File: src/rtl/uart_msg_streamer.sv
// Streams a MSG_INIT byte ROM to a uart byte port, pacing each byte on the tx_busy handshake; UART_MSG_ECHO_EN adds rx echo insertion.
// First strobe 2 cycles after trigger, 2 cycles per byte after tx_busy falls; a strobe is never withdrawn and tx_byte never changes mid-byte.
module uart_msg_streamer #(
   parameter int unsigned          MSG_LEN      = 14,
   parameter logic [8*MSG_LEN-1:0] MSG_INIT     = "Hello, world!\n",
   parameter bit                   REPEAT       = 1'b1,
   parameter int unsigned          GAP_CYCLES   = 12000000,
   parameter int unsigned          BUSY_TIMEOUT = 4,
   localparam int unsigned         IDX_W        = (MSG_LEN > 1) ? $clog2(MSG_LEN) : 1
) (
   input  logic             clk_i,
   input  logic             rst_i,
   input  logic             enable_i,
   input  logic             start_i,
   input  logic             tx_busy_i,
   input  logic             rx_valid_i,
   input  logic [7:0]       rx_data_i,
   output logic             transmit_o,
   output logic [7:0]       tx_byte_o,
   output logic [IDX_W-1:0] index_o,
   output logic             active_o,
   output logic             msg_done_o,
   output logic             busy_timeout_o,
   output logic             echo_overflow_o
);
   localparam int unsigned GAP_W = (GAP_CYCLES > 0) ? $clog2(GAP_CYCLES + 1) : 1;
   localparam int unsigned BT_W  = (BUSY_TIMEOUT > 1) ? $clog2(BUSY_TIMEOUT + 1) : 1;
   localparam logic [GAP_W-1:0] GAP_LAST = GAP_W'((GAP_CYCLES > 0) ? GAP_CYCLES - 1 : 0);
   localparam logic [BT_W-1:0]  BT_LAST  = BT_W'((BUSY_TIMEOUT > 0) ? BUSY_TIMEOUT - 1 : 0);
   localparam logic [IDX_W-1:0] IDX_LAST = IDX_W'(MSG_LEN - 1);

   typedef enum logic [2:0] {IDLE, LOAD, PULSE, WAIT_BUSY, WAIT_DONE, GAP} state_t;

   state_t           state_q, state_d;
   logic [IDX_W-1:0] index_q, index_d;
   logic [7:0]       tx_byte_q, tx_byte_d;
   logic             transmit_q, active_q, msg_done_q, msg_done_d;
   logic             busy_to_q, busy_to_d;
   logic [BT_W-1:0]  bc_q, bc_d;
   logic [GAP_W-1:0] gc_q, gc_d;
   logic             trigger, gap_done, last_byte;

   // First character of MSG_INIT is ROM[0].
   logic [7:0] rom [MSG_LEN];
   for (genvar g = 0; g < MSG_LEN; g++) begin : g_rom
      assign rom[g] = MSG_INIT[8*(MSG_LEN-1-g) +: 8];
   end

   assign trigger   = enable_i && (REPEAT || start_i);
   assign gap_done  = (gc_q == GAP_LAST);
   assign last_byte = (index_q == IDX_LAST);

`ifdef UART_MSG_ECHO_EN
   logic [7:0] echo_q, echo_d;
   logic       pend_q, pend_d, ovf_q, ovf_d, is_echo_q, is_echo_d;
   state_t     ret_q, ret_d;
`endif

   always_comb begin
      state_d    = state_q;
      index_d    = index_q;
      tx_byte_d  = tx_byte_q;
      msg_done_d = 1'b0;
      busy_to_d  = busy_to_q;
      bc_d       = bc_q;
      gc_d       = gc_q;
`ifdef UART_MSG_ECHO_EN
      echo_d     = echo_q;
      pend_d     = pend_q;
      ovf_d      = ovf_q;
      is_echo_d  = is_echo_q;
      ret_d      = ret_q;
`endif
      unique case (state_q)
         IDLE: begin
            index_d = '0;
            if (trigger) state_d = LOAD;
`ifdef UART_MSG_ECHO_EN
            else if (pend_q) state_d = LOAD;
`endif
         end
         LOAD: begin
            state_d   = PULSE;
            bc_d      = '0;
            tx_byte_d = rom[index_q];
`ifdef UART_MSG_ECHO_EN
            is_echo_d = pend_q;
            if (pend_q) begin
               tx_byte_d = echo_q;
               pend_d    = 1'b0;
            end
`endif
         end
         PULSE: state_d = WAIT_BUSY;
         WAIT_BUSY: begin
            if (tx_busy_i) begin
               state_d = WAIT_DONE;
            end else if (bc_q == BT_LAST) begin
               busy_to_d = 1'b1;
               state_d   = WAIT_DONE;
            end else begin
               bc_d = bc_q + BT_W'(1);
            end
         end
         WAIT_DONE: begin
            if (!tx_busy_i) begin
`ifdef UART_MSG_ECHO_EN
               if (is_echo_q) state_d = ret_q;
               else
`endif
               if (!last_byte) begin
                  index_d = enable_i ? index_q + IDX_W'(1) : '0;
                  state_d = enable_i ? LOAD : IDLE;
               end else begin
                  msg_done_d = 1'b1;
                  index_d    = '0;
                  if (REPEAT && enable_i) begin
                     state_d = (GAP_CYCLES > 0) ? GAP : LOAD;
                     gc_d    = '0;
                  end else begin
                     state_d = IDLE;
                  end
               end
            end
         end
         GAP: begin
            if (!enable_i) state_d = IDLE;
            else if (gap_done) state_d = LOAD;
`ifdef UART_MSG_ECHO_EN
            else if (pend_q) state_d = LOAD;
`endif
            else gc_d = gc_q + GAP_W'(1);
         end
         default: state_d = IDLE;
      endcase
`ifdef UART_MSG_ECHO_EN
      // An echo-only excursion from IDLE or GAP returns there; anything else resumes the message.
      if (state_d == LOAD && state_q != WAIT_DONE)
         ret_d = (state_q == IDLE && !trigger) ? IDLE :
                 (state_q == GAP && !gap_done) ? GAP : LOAD;
      if (rx_valid_i) begin
         if (pend_d) begin
            ovf_d = 1'b1;
         end else begin
            echo_d = rx_data_i;
            pend_d = 1'b1;
         end
      end
`endif
   end

   always_ff @(posedge clk_i) begin
      if (rst_i) begin
         state_q    <= IDLE;
         index_q    <= '0;
         tx_byte_q  <= 8'h00;
         transmit_q <= 1'b0;
         active_q   <= 1'b0;
         msg_done_q <= 1'b0;
         busy_to_q  <= 1'b0;
         bc_q       <= '0;
         gc_q       <= '0;
      end else begin
         state_q    <= state_d;
         index_q    <= index_d;
         tx_byte_q  <= tx_byte_d;
         transmit_q <= (state_d == PULSE);
         active_q   <= (state_d != IDLE);
         msg_done_q <= msg_done_d;
         busy_to_q  <= busy_to_d;
         bc_q       <= bc_d;
         gc_q       <= gc_d;
      end
   end

`ifdef UART_MSG_ECHO_EN
   always_ff @(posedge clk_i) begin
      if (rst_i) begin
         echo_q    <= 8'h00;
         pend_q    <= 1'b0;
         ovf_q     <= 1'b0;
         is_echo_q <= 1'b0;
         ret_q     <= IDLE;
      end else begin
         echo_q    <= echo_d;
         pend_q    <= pend_d;
         ovf_q     <= ovf_d;
         is_echo_q <= is_echo_d;
         ret_q     <= ret_d;
      end
   end
   assign echo_overflow_o = ovf_q;
`else
   logic unused_rx;
   assign unused_rx       = ^{rx_valid_i, rx_data_i};
   assign echo_overflow_o = 1'b0;
`endif

   assign transmit_o     = transmit_q;
   assign tx_byte_o      = tx_byte_q;
   assign index_o        = index_q;
   assign active_o       = active_q;
   assign msg_done_o     = msg_done_q;
   assign busy_timeout_o = busy_to_q;
endmodule
File: config.mk
export PLATFORM = sky130hd
export DESIGN_NAME = uart_msg_streamer
export DESIGN_NICKNAME = d
export VERILOG_FILES = /design/src/rtl/uart_msg_streamer.sv
export SDC_FILE = /design/constraint.sdc
export NUM_CORES = 1
export LEC_CHECK = 0
export BUFFER_PORTS_ARGS = -buffer_cell sky130_fd_sc_hd__buf_2
export CAP_MARGIN = 15
export CORE_MARGIN = 5
export CORE_UTILIZATION = 33
export CTS_CLUSTER_DIAMETER = 120
export DETAILED_ROUTE_END_ITERATION = 8
export GPL_ROUTABILITY_DRIVEN = 0
export GPL_TIMING_DRIVEN = 0
export SLEW_MARGIN = 30
export SYNTH_ARGS = -nofsm -noshare
export SYNTH_HDL_FRONTEND = slang
export SYNTH_SLANG_ARGS = --single-unit
File: constraint.sdc
create_clock -name clk_i -period 2.1 [get_ports clk_i]
set_input_delay 0.42 -clock clk_i [delete_from_list [all_inputs] [get_ports clk_i]]
set_output_delay 0.42 -clock clk_i [all_outputs]
set_load 0.1 [all_outputs]
==> reports/summary.txt <==
outcome -> finished clean
# rows -> 31
CTS tree -> built
Crit. End Element -> flop
Antenna Cells -> 0
Iter 0 DRT Violations -> 66
clk_lat worst skew -> 0.30 ns
Tmin final -> 1.98 ns
placed cells -> 414
GR Overflow Total -> 0
clk buf depth -> 2
DRC -> 0
first-pass GRT wire length -> 9080 um
drt pass-1 iters -> 4
effective utilization at floorplan -> 33.8%
Yosys reg bits -> 45
final setup fails -> 0
FFs w/ async S/R, synth -> 0%
Sw Share -> 29.7%
Core Area -> 0.00721 mm^2
Worst-Margin Slew -> 0.663 ns
Rel. slew slack -> 55.4%
Placed Area -> 0.00267 mm^2
Yosys cell types -> 50
fin crit share -> 94.4%
critical path peak fanout -> 10
overall power -> 1.81 mW
worst endpoint required time -> 2.30 ns
CP startpoint -> index_o[1]
H-tree levels -> 2
post-detail-place hpwl -> 3880 um
Max Cap Viol -> 0
sequential fraction of design power -> 48.8%
die height -> 96.0 um
Seq/Total Area, Yosys -> 36.9%
CP max stage delay -> 0.38 ns
vias per inst -> 4.97
switching power -> 0.537 mW
die area -> 0.00921 mm^2
vias in the first global route -> 1944
Synth area leader -> dfxtp_1
Cell Int Power -> 1.27 mW
CP Cell Sequence -> inv_1 > ha_1 > nand4b_1 > a21o_1 > buf_6 > a21oi_4 > buf_6 > a21oi_2 > a31o_1
vias -> 2099
gr usage total -> 12.4%
Final ANT Viol Nets -> 0
Comb power frac -> 13.8%
I/O pin count -> 31
fill count -> 745
routed wire length -> 5390 um
reg-to-reg startpoint -> index_o[1]
Hold Vio Cnt, Final -> 0
PortBufs -> 18
largest net degree at the start of global routing -> 16
Startpoint Class -> flop
fin cells -> 422
kind of critical path -> flop to flop
Fmax -> 504 MHz
Worst path slowest cell -> dfxtp_4
Leak -> 1.05 nW
final worst slack -> 0.117 ns
DIE WIDTH -> 96.0 um
RSZ-0062 raised after global routing -> no
initial antenna violation count -> 0
Routed wire per std cell -> 12.8 um
layout cell share with drive strength beyond 1 -> 17.3%
Hold Path Origin -> bc_q[1]
Top cell by count, worst path -> buf_6
CTS Root Cell -> clkbuf_8
Syn Inst Count -> 296
synth warn -> 0
peak supply drop -> 0.000408 V
Setup TNS -> 0 ns
Setup Skew -> 0.00824 ns
CTS clock-pin slew for the worst setup and hold paths -> 0.09 ns
top cells by area, synth -> dfxtp_1, nor2_1, ha_1
Slew Limit Fails -> 0
TritonCTS Sinks -> 45
Place WS -> 0.0480 ns
syn_area_per_cell -> 8.24 um^2
Arrival @ worst endpoint -> 2.19 ns
area delta synth->final -> 14.8%
Synth Cell Area -> 0.00244 mm^2
Finished Cell Area -> 0.00280 mm^2
Synth Flop Type -> dfxtp_1
Post-synth EDFFs -> 0
# nets final -> 346
top-area cell type share of the netlist area -> 36.9%
clock share of power -> 37.4%
PD cells -> 647 mW/mm^2
Worst Hold Class -> flop to flop
total CTS buffers -> 5
==> cell families (layout without fill, tap and decap cells) <==
| kind of cell | count (synthesis) | in the layout | synth area share [%] |
|---|---|---|---|
| AND/OR/NAND/NOR | 148 | 148 | 32.2 |
| AO/OA/AOI/OAI | 46 | 46 | 13.1 |
| flip-flops | 45 | 45 | 36.9 |
| buffers and inverters | 27 | 53 | 5.39 |
| XOR/XNOR | 14 | 14 | 5.03 |
| adder cells (fa/ha/maj) | 10 | 10 | 5.13 |
| multiplexers | 5 | 5 | 2.05 |
| other | 1 | 2 | 0.154 |
==> what timing repair did <==
action	CTS	global route
buffers inserted	0	0
resized for setup	0	6
hold endpoints to repair	0	0
hold buffers	0	0
endpoints found under the setup margin	0	9
==> final timing paths <==
check	end	cells after the start	slack (ns)
hold / removal	bc_q[1]	2	0.47
setup / recovery	gc_q[11]	9	0.12
setup reg to reg	gc_q[11]	9	0.12
hold reg to reg	bc_q[1]	2	0.47
==> cells in the mapped netlist (2+ instances only) <==
cell type and n:
nor4_2 2, nand3_1 11, clkbuf_1 7, buf_4 2, nand2_1 31, buf_6 2
nor4_1 5, and3_1 6, o21ai_0 6, a22oi_1 2, xor2_1 5, xnor2_1 9
ha_1 10, a211oi_1 3, nand2b_1 7, a311oi_1 3, and2_1 3, nor4b_2 2
a21oi_1 9, nor2b_1 2, inv_1 9, and3b_1 2, a41o_1 2, o211ai_1 3
a211o_1 3, buf_2 6, a21oi_2 2, dfxtp_1 45, nand4b_1 2, a31o_2 2
nor3_1 7, nor2_1 45, nand4_1 13, mux2i_1 5, a31oi_1 6, nand3b_1 3
==> layer usage <==
layer	vias to the layer above	global-route usage [%]	share of wire, %
li1	1093	-	-
met1	965	16.3	49
met2	34	19.7	46
met3	7	3.13	3.7
met4	0	4.50	1.3
met5	-	0	0
==> metrics by stage <==
step | util (%) | hold WS [ns]
CTS | 38.6 | 0.468
detailed placement | 37.0 | 0.455
finish | 38.8 | 0.467
global placement | 37.0 | 0.451
floorplan | - | 0.436
global route | 38.8 | 0.488
==> cell type report <==
type	instances	area (um^2)	share of cell area, %
inverters	9	33.8	1.21
clock buffers	5	68.8	2.46
clock inverters	3	46.3	1.65
plain buffers	18	98.8	3.53
repair buffers	18	90.1	3.22
well taps	99	124	4.43
multi-input cells	225	1430	51.0
flip-flops and latches	45	911	32.5
==> worst max-delay path: cells and delay by family, from the launching register on <==
family,cells,cell delay [ns]
flip-flops,1,0.38
adder cells (fa/ha/maj),1,0.23
buffers and inverters,3,0.45
AND/OR/NAND/NOR,1,0.16
AO/OA/AOI/OAI,4,0.67
==> flip-flops by register name, indices dropped and copies added, names as in the netlist <==
register / flops
tx_byte_o: 7
state_q: 3
msg_done_o: 1
gc_q: 24
bc_q: 3
transmit_o: 1
busy_timeout_o: 1
index_o: 4
active_o: 1
==> power by group through the flow <==
stage | clock (mW) | combinational (mW) | sequential [mW]
after floorplan | 0 | 0.0933 | 1.01
after global placement | 0 | 0.249 | 0.903
after detailed placement | 0 | 0.250 | 0.902
after CTS | 0.700 | 0.251 | 0.883
after global routing | 0.729 | 0.268 | 0.886
final | 0.678 | 0.250 | 0.883
==> cell usage in the layout (no fill, tap or decap), drive strengths merged, types with 2 or more instances in the layout <==
cell type	n
dfxtp	45
inv	9
nand4	13
a31o	3
mux2i	5
nand3b	3
a31oi	6
nand2b	7
a311oi	3
nor2	45
xor2	5
xnor2	9
nor4b	2
buf	30
a21oi	11
nor4	8
a211oi	3
nand4b	2
clkbuf	11
nor3	7
a41o	2
nand3	11
o21ai	6
ha	10
and2	3
a211o	3
nor2b	2
o211ai	3
and3	6
nand2	31
or3	2
and3b	2
a22oi	2
conb	2
Note: power is estimated with default switching activity, not from simulation.
